File: src/rtl/dac_spi_pkg.sv
// Shared types and frame packing for the multi-channel DAC121S101-class SPI transmitter.
package dac_spi_pkg;

   typedef enum logic [1:0] {
      IDLE,
      SHIFT,
      GAP
   } state_e;

   typedef enum logic [1:0] {
      PD_NORMAL = 2'b00,
      PD_1K     = 2'b01,
      PD_100K   = 2'b10,
      PD_HIZ    = 2'b11
   } pd_e;

   localparam int MAX_FRAME_W = 32;

   // Frame is right-aligned in the result: 2'b00, pd, then the sample left-justified
   // directly below the pd bits with zero padding underneath.
   function automatic logic [MAX_FRAME_W-1:0] frame_pack(
      input logic [MAX_FRAME_W-1:0] data,
      input pd_e                    pd,
      input int                     data_w,
      input int                     frame_w
   );
      logic [MAX_FRAME_W-1:0] hdr;
      hdr = {{(MAX_FRAME_W-2){1'b0}}, pd};
      return (hdr << (frame_w - 4)) | (data << (frame_w - 4 - data_w));
   endfunction

endpackage

File: src/rtl/dac_sclk_gen.sv
// SCLK generator: half-period counter and toggle register, parked high while not running.
module dac_sclk_gen #(
   parameter int SCLK_DIV = 2
) (
   input  logic clk,
   input  logic rst,
   input  logic run,
   output logic sclk,
   output logic fall_stb,
   output logic rise_stb
);

   localparam int CNT_W = (SCLK_DIV > 1) ? $clog2(SCLK_DIV) : 1;
   localparam logic [CNT_W-1:0] CNT_MAX = CNT_W'(SCLK_DIV - 1);

   logic [CNT_W-1:0] cnt;
   logic             wrap;

   // Strobes flag the cycle whose closing edge moves sclk to its new level.
   assign wrap     = run && (cnt == CNT_MAX);
   assign fall_stb = wrap && sclk;
   assign rise_stb = wrap && !sclk;

   always_ff @(posedge clk) begin
      if (rst || !run) begin
         cnt  <= '0;
         sclk <= 1'b1;
      end else if (wrap) begin
         cnt  <= '0;
         sclk <= ~sclk;
      end else begin
         cnt  <= cnt + 1'b1;
      end
   end

endmodule

File: src/rtl/pmod_dac_spi_tx.sv
// Multi-channel DAC121S101-class SPI transmitter with a valid/ready sample port.
// All channels share sclk/nsync; one frame updates every channel at once.
module pmod_dac_spi_tx
   import dac_spi_pkg::*;
#(
   parameter int NUM_CH   = 2,
   parameter int DATA_W   = 12,
   parameter int FRAME_W  = 16,
   parameter int SCLK_DIV = 2,
   parameter int GAP_CYC  = 2
) (
   input  logic                     clk,
   input  logic                     rst,
   input  logic                     s_valid,
   output logic                     s_ready,
   input  logic [NUM_CH*DATA_W-1:0] s_data,
   input  logic [1:0]               s_pd,
   output logic                     sclk,
   output logic                     nsync,
   output logic [NUM_CH-1:0]        sdo,
   output logic                     busy,
   output logic                     done
);

   localparam int BIT_W = $clog2(FRAME_W + 1);
   localparam int GAP_W = (GAP_CYC > 1) ? $clog2(GAP_CYC + 1) : 1;

   if (DATA_W > FRAME_W - 4) begin : g_chk_data_w
      $error("DATA_W must not exceed FRAME_W-4");
   end
   if (SCLK_DIV < 1) begin : g_chk_sclk_div
      $error("SCLK_DIV must be at least 1");
   end
   if (NUM_CH < 1 || NUM_CH > 8) begin : g_chk_num_ch
      $error("NUM_CH must be in 1..8");
   end
   if (FRAME_W > MAX_FRAME_W || GAP_CYC < 0) begin : g_chk_frame
      $error("FRAME_W must not exceed MAX_FRAME_W and GAP_CYC must be >= 0");
   end

   state_e               state_q, state_d;
   logic [FRAME_W-1:0]   frame [NUM_CH];
   logic [FRAME_W-1:0]   sr_q  [NUM_CH];
   logic [FRAME_W-1:0]   sr_d  [NUM_CH];
   logic [NUM_CH-1:0]    sdo_d;
   logic [BIT_W-1:0]     bit_cnt_q, bit_cnt_d;
   logic [GAP_W-1:0]     gap_cnt_q, gap_cnt_d;
   logic                 nsync_d, ready_d, done_d, busy_d;
   logic                 sclk_fall, sclk_rise;

   for (genvar c = 0; c < NUM_CH; c++) begin : g_pack
      assign frame[c] = FRAME_W'(frame_pack(MAX_FRAME_W'(s_data[c*DATA_W +: DATA_W]),
                                            pd_e'(s_pd), DATA_W, FRAME_W));
   end

   dac_sclk_gen #(
      .SCLK_DIV (SCLK_DIV)
   ) u_sclk_gen (
      .clk      (clk),
      .rst      (rst),
      .run      (state_q == SHIFT),
      .sclk     (sclk),
      .fall_stb (sclk_fall),
      .rise_stb (sclk_rise)
   );

   always_comb begin
      // NOTE: every next-state signal takes a default first, so no path leaves one unassigned and no latch is inferred.
      state_d   = state_q;
      sr_d      = sr_q;
      sdo_d     = sdo;
      nsync_d   = nsync;
      ready_d   = s_ready;
      done_d    = 1'b0;
      bit_cnt_d = bit_cnt_q;
      gap_cnt_d = gap_cnt_q;

      unique case (state_q)
         IDLE: begin
            if (s_valid && s_ready) begin
               state_d   = SHIFT;
               ready_d   = 1'b0;
               nsync_d   = 1'b0;
               bit_cnt_d = '0;
               for (int c = 0; c < NUM_CH; c++) begin
                  sdo_d[c] = frame[c][FRAME_W-1];
                  sr_d[c]  = frame[c] << 1;
               end
            end
         end
         SHIFT: begin
            // bit_cnt counts DAC sampling (falling) edges; the rise after the last one closes the frame.
            if (sclk_fall) bit_cnt_d = bit_cnt_q + 1'b1;
            if (sclk_rise) begin
               if (bit_cnt_q == BIT_W'(FRAME_W)) begin
                  nsync_d   = 1'b1;
                  sdo_d     = '0;
                  gap_cnt_d = '0;
                  if (GAP_CYC == 0) begin
                     state_d = IDLE;
                     ready_d = 1'b1;
                     done_d  = 1'b1;
                  end else begin
                     state_d = GAP;
                  end
               end else begin
                  for (int c = 0; c < NUM_CH; c++) begin
                     sdo_d[c] = sr_q[c][FRAME_W-1];
                     sr_d[c]  = sr_q[c] << 1;
                  end
               end
            end
         end
         GAP: begin
            if (gap_cnt_q == GAP_W'(GAP_CYC - 1)) begin
               state_d = IDLE;
               ready_d = 1'b1;
               done_d  = 1'b1;
            end else begin
               gap_cnt_d = gap_cnt_q + 1'b1;
            end
         end
         default: state_d = IDLE;
      endcase

      busy_d = (state_d != IDLE);
   end

   // NOTE: registers use non-blocking assignments so every flop samples pre-edge values.
   always_ff @(posedge clk) begin
      if (rst) begin
         state_q   <= IDLE;
         sdo       <= '0;
         nsync     <= 1'b1;
         s_ready   <= 1'b1;
         busy      <= 1'b0;
         done      <= 1'b0;
         bit_cnt_q <= '0;
         gap_cnt_q <= '0;
      end else begin
         state_q   <= state_d;
         sdo       <= sdo_d;
         nsync     <= nsync_d;
         s_ready   <= ready_d;
         busy      <= busy_d;
         done      <= done_d;
         bit_cnt_q <= bit_cnt_d;
         gap_cnt_q <= gap_cnt_d;
      end
   end

   // NOTE: the shift registers carry no reset; they are fully reloaded on every accept.
   always_ff @(posedge clk) begin
      sr_q <= sr_d;
   end

endmodule

File: config.mk
export PLATFORM = sky130hd
export DESIGN_NAME = pmod_dac_spi_tx
export DESIGN_NICKNAME = d
export VERILOG_FILES = /design/src/rtl/dac_spi_pkg.sv /design/src/rtl/dac_sclk_gen.sv /design/src/rtl/pmod_dac_spi_tx.sv
export SDC_FILE = /design/constraint.sdc
export NUM_CORES = 1
export LEC_CHECK = 0
export CORE_MARGIN = 2
export CORE_UTILIZATION = 45
export CTS_BUF_LIST = sky130_fd_sc_hd__clkbuf_16
export CTS_CLUSTER_SIZE = 20
export DETAILED_ROUTE_END_ITERATION = 16
export PLACE_DENSITY = 0.72
export SETUP_SLACK_MARGIN = 0.4
export SLEW_MARGIN = 0
export SYNTH_ARGS = -nofsm -noshare
export SYNTH_HDL_FRONTEND = slang
export SYNTH_SLANG_ARGS = --single-unit
File: constraint.sdc
create_clock -name clk -period 2.9 [get_ports clk]
set_clock_uncertainty 0.15 [all_clocks]
set_input_delay 0.58 -clock clk [delete_from_list [all_inputs] [get_ports clk]]
set_output_delay 0.58 -clock clk [all_outputs]
set_load 0.01 [all_outputs]
==> run_results.csv, run 1 <==
group,metric,value,unit
worst_setup_path,r2r_start,"state_q[0]$_SDFF_PP0_",
timing,drv_slew,0,
cts,cts_buffers,5,
grt,grt_pass1_wl,6.38,mm
grt,grt_start_max_net_pins,31,
place,place_ws,593,ps
cts,cts_max_level,2,
synth,yosysWarnings,0,
finish,fin_util,0.596,
finish,fin_nets,272,
synth,async_flop_share,0,
worst_setup_path,crit_type,"reg2out",
detailed_routing,drt.antenna.violating_nets,0,
detailed_routing,drtIter0Drc,104,
power,p_leak,1.04,nW
floorplanning,die_w,72.2,um
outcome,status,"finished, final reports clean",
worst_setup_path,critPathLaunchType,"register",
timing,final.min_clock_period,2040,ps
detailed_routing,vias_per_cell,5.01,
synth,yosysUniqueCellTypes,35,
synth,syn_area,2090,um2
floorplanning,rows,24,
synth,synthCells,206,
cts,cts_sinks,47,
worst_setup_path,critPathRequiredTime,2170,ps
floorplanning,core-area,4410,um2
timing,tns,0,ps
synth,synthFlopType,"edfxtp_1",
finish,drive_gt1_frac,0.0622,
finish,syn_to_final_growth,25.6,%
place,dp_hpwl,2.41,mm
worst_setup_path,cp_cell_sequence,"clkdlybuf4s50_1",
floorplanning,initial_core_util,0.474,
power,ir_worst_vdd,316,uV
cts,clk_pin_slew,60,ps
grt,antenna_found_initial,0,
detailed_routing,wire_per_inst,12.6,um
finish,stdcell_count,293,
worst_setup_path,critPathMaxStageDelay,590,ps
worst_setup_path,path_buf_inv,1,
worst_setup_path,crit_family,"buffers and inverters",
worst_setup_path,worst_ep_arrival_time,1310,ps
timing,whs,316,ps
grt,first_global_vias,1478,
finish,diodes,0,
timing,fin_ws,864,ps
detailed_routing,routed_wl,3.69,mm
timing,worstMarginPinSlew,633,ps
synth,ys_seq_elements,47,
floorplanning,die_area,5220,um2
timing,rsz0062_at_grt,"false",
worst_setup_path,end_kind,"output pin",
detailed_routing,dr.pass1.iters,4,
place,dp.cells,285,
synth,synthTopCellsByArea,"edfxtp_1 43%, dfxtp_1 16%, nand2_1 14%, a21oi_1 2.6%, ha_1 1.8%",
min_path,hp-class,"reg2reg",
worst_setup_path,cp_max_fo,5,
floorplanning,ios,36,
timing,max_slew_margin,0.577,
power,p_per_area,564,nW/um2
timing,setup_viol,0,
floorplanning,die_y,72.2,um
cts,post_cts_buffers,0,
grt,overflow,0,
place,port_buffers,35,
detailed_routing,dr_total_vias,1467,
worst_setup_path,crit_path_start,"u_sclk_gen.sclk$_SDFFE_PP1N_",
min_path,worst_hold_startpoint,"nsync$_SDFFE_PP1P_",
grt,track_usage,0.156,
detailed_routing,drc,0,
timing,hold_viol,0,
synth,avgSynthCellArea,10.2,um2
synth,yosysTopAreaCell,"edfxtp_1",
cts,insertion_delay,280,ps
synth,synth_edf_count,30,
synth,synth_top_area_share,0.430,
cts,root_buffer,"clkbuf_16",
cts,hold_buffers,0,
synth,syn_nets,238,
cts,cts_tree,"yes",
place,gp_congestion,0.751,
cts,cts_resized,0,
worst_setup_path,crit_path_top_delay_cell,"clkdlybuf4s50_1",
flow_run,cap_violations,0,
timing,layout_worst_path_cycle_share,0.702,
timing,clock.fmax,491,MHz
synth,ys_seq_area_frac,0.593,
cts,clock_path_buffers,2,
[final timing paths]
check / cells past startpoint / slack [ps] / to
worst max register to register: 3 / 960 / sr_q[30]$_DFFE_PP_
worst min register to register: 2 / 320 / nsync$_SDFFE_PP1P_
worst min-delay path: 2 / 320 / nsync$_SDFFE_PP1P_
worst max-delay path: 1 / 860 / sclk
[cell type report]
cell class,instances,area (um2)
Clock buffer,5,125
Clock inverter,3,12.5
Fill cell,382,1780
Inverter,7,26.3
Multi-Input combinational cell,139,773
Sequential cell,47,1240
Tap cell,52,65.1
Timing Repair Buffer,40,388
[cells by family after synthesis]
logic type / count (synthesis) / share of synthesized area
XOR/XNOR: 1 / 0.00418
buffers and inverters: 20 / 0.0406
adder cells (fa/ha/maj): 3 / 0.0179
flip-flops: 47 / 0.593
AO/OA/AOI/OAI: 22 / 0.0693
AND/OR/NAND/NOR: 110 / 0.261
multiplexers: 3 / 0.0143
[placed cells by master (no fill, tap or decap), drive strengths merged, types with 2 or more instances in the layout]
| cell | n |
|---|---|
| nor3 | 3 |
| edfxtp | 30 |
| clkdlybuf4s50 | 35 |
| dfxtp | 17 |
| ha | 3 |
| nand2 | 76 |
| clkbuf | 5 |
| nor4bb | 2 |
| and2 | 4 |
| nand2b | 3 |
| or3b | 4 |
| nand3b | 3 |
| a2111o | 2 |
| inv | 9 |
| mux2i | 3 |
| a21oi | 11 |
| nand3 | 7 |
| nand4bb | 2 |
| a31o | 2 |
| buf | 5 |
[power breakdown]
part	total (W)	switching, W	internal [W]	leakage, nW
Combinational	0.000165	0.0000842	0.0000804	0.541
Sequential	0.000782	0.0000176	0.000765	0.421
Clock	0.000537	0.000225	0.000311	0.0762
[layer usage]
| layer | global-route usage | wire length, um | vias to the layer above |
|---|---|---|---|
| li1 | - | - | 767 |
| met1 | 0.204 | 1730 | 659 |
| met2 | 0.255 | 1740 | 35 |
| met3 | 0.0431 | 169 | 6 |
| met4 | 0.0440 | 44 | 0 |
| met5 | 0 | 0 | - |
[synth_stat cells, types with 2 or more instances]
library cell and instances:
and2_1 4, edfxtp_1 30, buf_2 5, a31o_1 2, mux2i_1 3, nor4bb_1 2, nand2b_1 3, nand3_1 7
a21oi_1 11, inv_1 7, ha_1 3, nand3b_1 3, or3b_1 4, dfxtp_1 17, clkbuf_1 7, nor3_1 3
nand2_1 76, a2111o_1 2
[worst min-delay path: stages, from the launching register on]
cell,delay [ps]
dfxtp_1,310
inv_1,40
o21ai_0,70
[metrics by stage]
stage	power [W]	area, um2
final	0.00148	2630
after global routing	0.00156	2630
after CTS	0.00150	2630
after detailed placement	0.000963	2490
after global placement	0.000958	2490
after floorplan	0.000891	2100
[sequential cells by signal (all words and copies together), names as in the netlist, 2 cells and up]
| register | count |
|---|---|
| state_q | 2 |
| sdo | 2 |
| bit_cnt_q | 5 |
| sr_q | 30 |
| gap_cnt_q | 2 |
Note: power is estimated with default switching activity, not from simulation.
==> inputs of run 2 (changes only) <==
Clock period 2.9 ns to 1.73 ns, I/O delays scaled along.
==> run_results.csv, run 2 (synthesis gave the netlist of run 1 again) <==
group,metric,value,unit
outcome,status,"finished, final reports clean",
finish,largest_reg_flops,30,
detailed_routing,drtIter0Drc,95,
floorplanning,die_y,72.2,um
cts,clock_path_buffers,2,
cts,root_buffer,"clkbuf_16",
cts,cts_tree,"yes",
detailed_routing,vias_per_cell,5.12,
cts,cts_buffers,5,
timing,max_slew_margin,0.829,
cts,clk_pin_slew,60,ps
detailed_routing,drc,0,
place,place_area,2640,um2
floorplanning,core-area,4410,um2
worst_setup_path,r2r_cells,7,
timing,rsz0062_at_grt,"true",
finish,reg_top3,"sr_q x30, bit_cnt_q x5",
cts,cts_max_level,2,
finish,fin_nets,302,
floorplanning,die_area,5220,um2
power,p_leak,1.29,nW
worst_setup_path,crit_path_top_delay_cell,"dfxtp_2",
floorplanning,die_w,72.2,um
detailed_routing,drt.antenna.violating_nets,0,
floorplanning,rows,24,
power,finalPower,0.00278,W
timing,setup_viol,0,
timing,fin_ws,161,ps
finish,drive_gt1_frac,0.410,
finish,top_register,"sr_q",
timing,worstMarginPinSlew,256,ps
finish,syn_to_final_growth,53.8,%
detailed_routing,wire_per_inst,14.7,um
grt,first_global_vias,1688,
floorplanning,ios,36,
worst_setup_path,crit_cells,7,
detailed_routing,dr.pass1.iters,4,
power,ir_worst_vdd,579,uV
floorplanning,initial_core_util,0.474,
worst_setup_path,critPathMaxStageDelay,340,ps
finish,fin_util,0.730,
grt,overflow,0,
finish,finalInstanceArea,3220,um2
detailed_routing,routed_wl,4.76,mm
worst_setup_path,cp_cell_sequence,"inv_2 > ha_4 > nor4bb_4 > buf_4 > buf_6 > a2111o_1 > a21oi_1",
cts,cts_sinks,47,
worst_setup_path,critPathRequiredTime,1800,ps
grt,antenna_found_initial,0,
timing,clock.fmax,637,MHz
place,port_buffers,35,
finish,diodes,0,
worst_setup_path,worst_ep_arrival_time,1640,ps
grt,grt_start_max_net_pins,31,
grt,grt_pass1_wl,7.80,mm
timing,final.min_clock_period,1570,ps
place,dp_hpwl,2.58,mm
timing,hold_viol,0,
place,gp_congestion,0.733,
power,p_per_area,862,nW/um2
worst_setup_path,crit_type,"reg2reg",
timing,drv_slew,0,
timing,layout_worst_path_cycle_share,0.907,
timing,tns,0,ps
cts,insertion_delay,290,ps
worst_setup_path,crit_family,"compound AO/OA/AOI/OAI gates",
cts,hold_buffers,0,
min_path,hp-class,"reg2reg",
grt,track_usage,0.196,
flow_run,cap_violations,0,
detailed_routing,dr_total_vias,1653,
place,place_ws,-201,ps
worst_setup_path,cp_max_fo,4,
finish,layout_common_cells,"46 x nand2_1, 30 x edfxtp_1, 27 x clkdlybuf4s50_1",
worst_setup_path,path_buf_inv,3,
finish,mostFrequentLayoutCell,"nand2_1",
worst_setup_path,critPathLaunchType,"register",
worst_setup_path,end_kind,"register",
min_path,min_path_cells,2,
==> run 2: changes by cell type in the layout (fill, tap and decap cells not counted), moves of 4 or more <==
cell / delta
dfxtp_1: -9
clkdlybuf4s50_1: -8
buf_2: +7
buf_4: +11
buf_6: +11
nand2_4: +9
nand2_1: -30
nand2_2: +21
dfxtp_2: +5
dfxtp_4: +4
buf_12: +4
==> run 2: cell type report <==
cell class | count | area, um2
sequential | 47 | 1260
fill | 308 | 1190
multi-input combinational | 140 | 1030
timing repair buffer | 69 | 676
clock buffer | 6 | 150
tap | 52 | 65.1
inverter | 7 | 26.3
clock inverter | 2 | 11.3
==> run 2: final timing paths <==
check                                          startpoint                   to  slack, ps
worst max-delay path            bit_cnt_q[0]$_SDFFE_PP0P_  sdo[1]$_SDFFE_PP0P_        160
worst min-delay path                   nsync$_SDFFE_PP1P_   nsync$_SDFFE_PP1P_        310
worst max register to register  bit_cnt_q[0]$_SDFFE_PP0P_  sdo[1]$_SDFFE_PP0P_        160
worst min register to register         nsync$_SDFFE_PP1P_   nsync$_SDFFE_PP1P_        310
==> run 2: metrics by stage <==
step,hold WS (ps),cells
after floorplan,299,206
after detailed placement,323,294
after CTS,311,320
final,314,323
after global placement,304,294
after global routing,346,323
==> run 2: tightest hold or removal path, cell delays in order, from the launching register on <==
cell and delay [ps]:
dfxtp_1 310, inv_1 50, o21ai_1 60
==> run 2: timing repair <==
action / CTS / global route
resized for setup: 81 / 28
buffers inserted: 14 / 3
gates cloned: 4 / 0
setup endpoints to repair: 81 / 76
endpoints found under the hold margin: 0 / 0
pin swaps: 20 / 33
==> run 2: power breakdown <==
| part | switching [W] | internal [W] |
|---|---|---|
| Clock | 0.000413 | 0.000618 |
| Combinational | 0.000212 | 0.000227 |
| Sequential | 0.0000276 | 0.00128 |
| Total | 0.000653 | 0.00212 |
==> run 2: per-layer routing <==
metal | global-route usage | routed length, um | vias up
met5 | 0 | 0 | -
met4 | 0.0964 | 75 | 0
met3 | 0.0417 | 178 | 8
met2 | 0.324 | 2490 | 44
met1 | 0.245 | 2020 | 768
li1 | - | - | 833
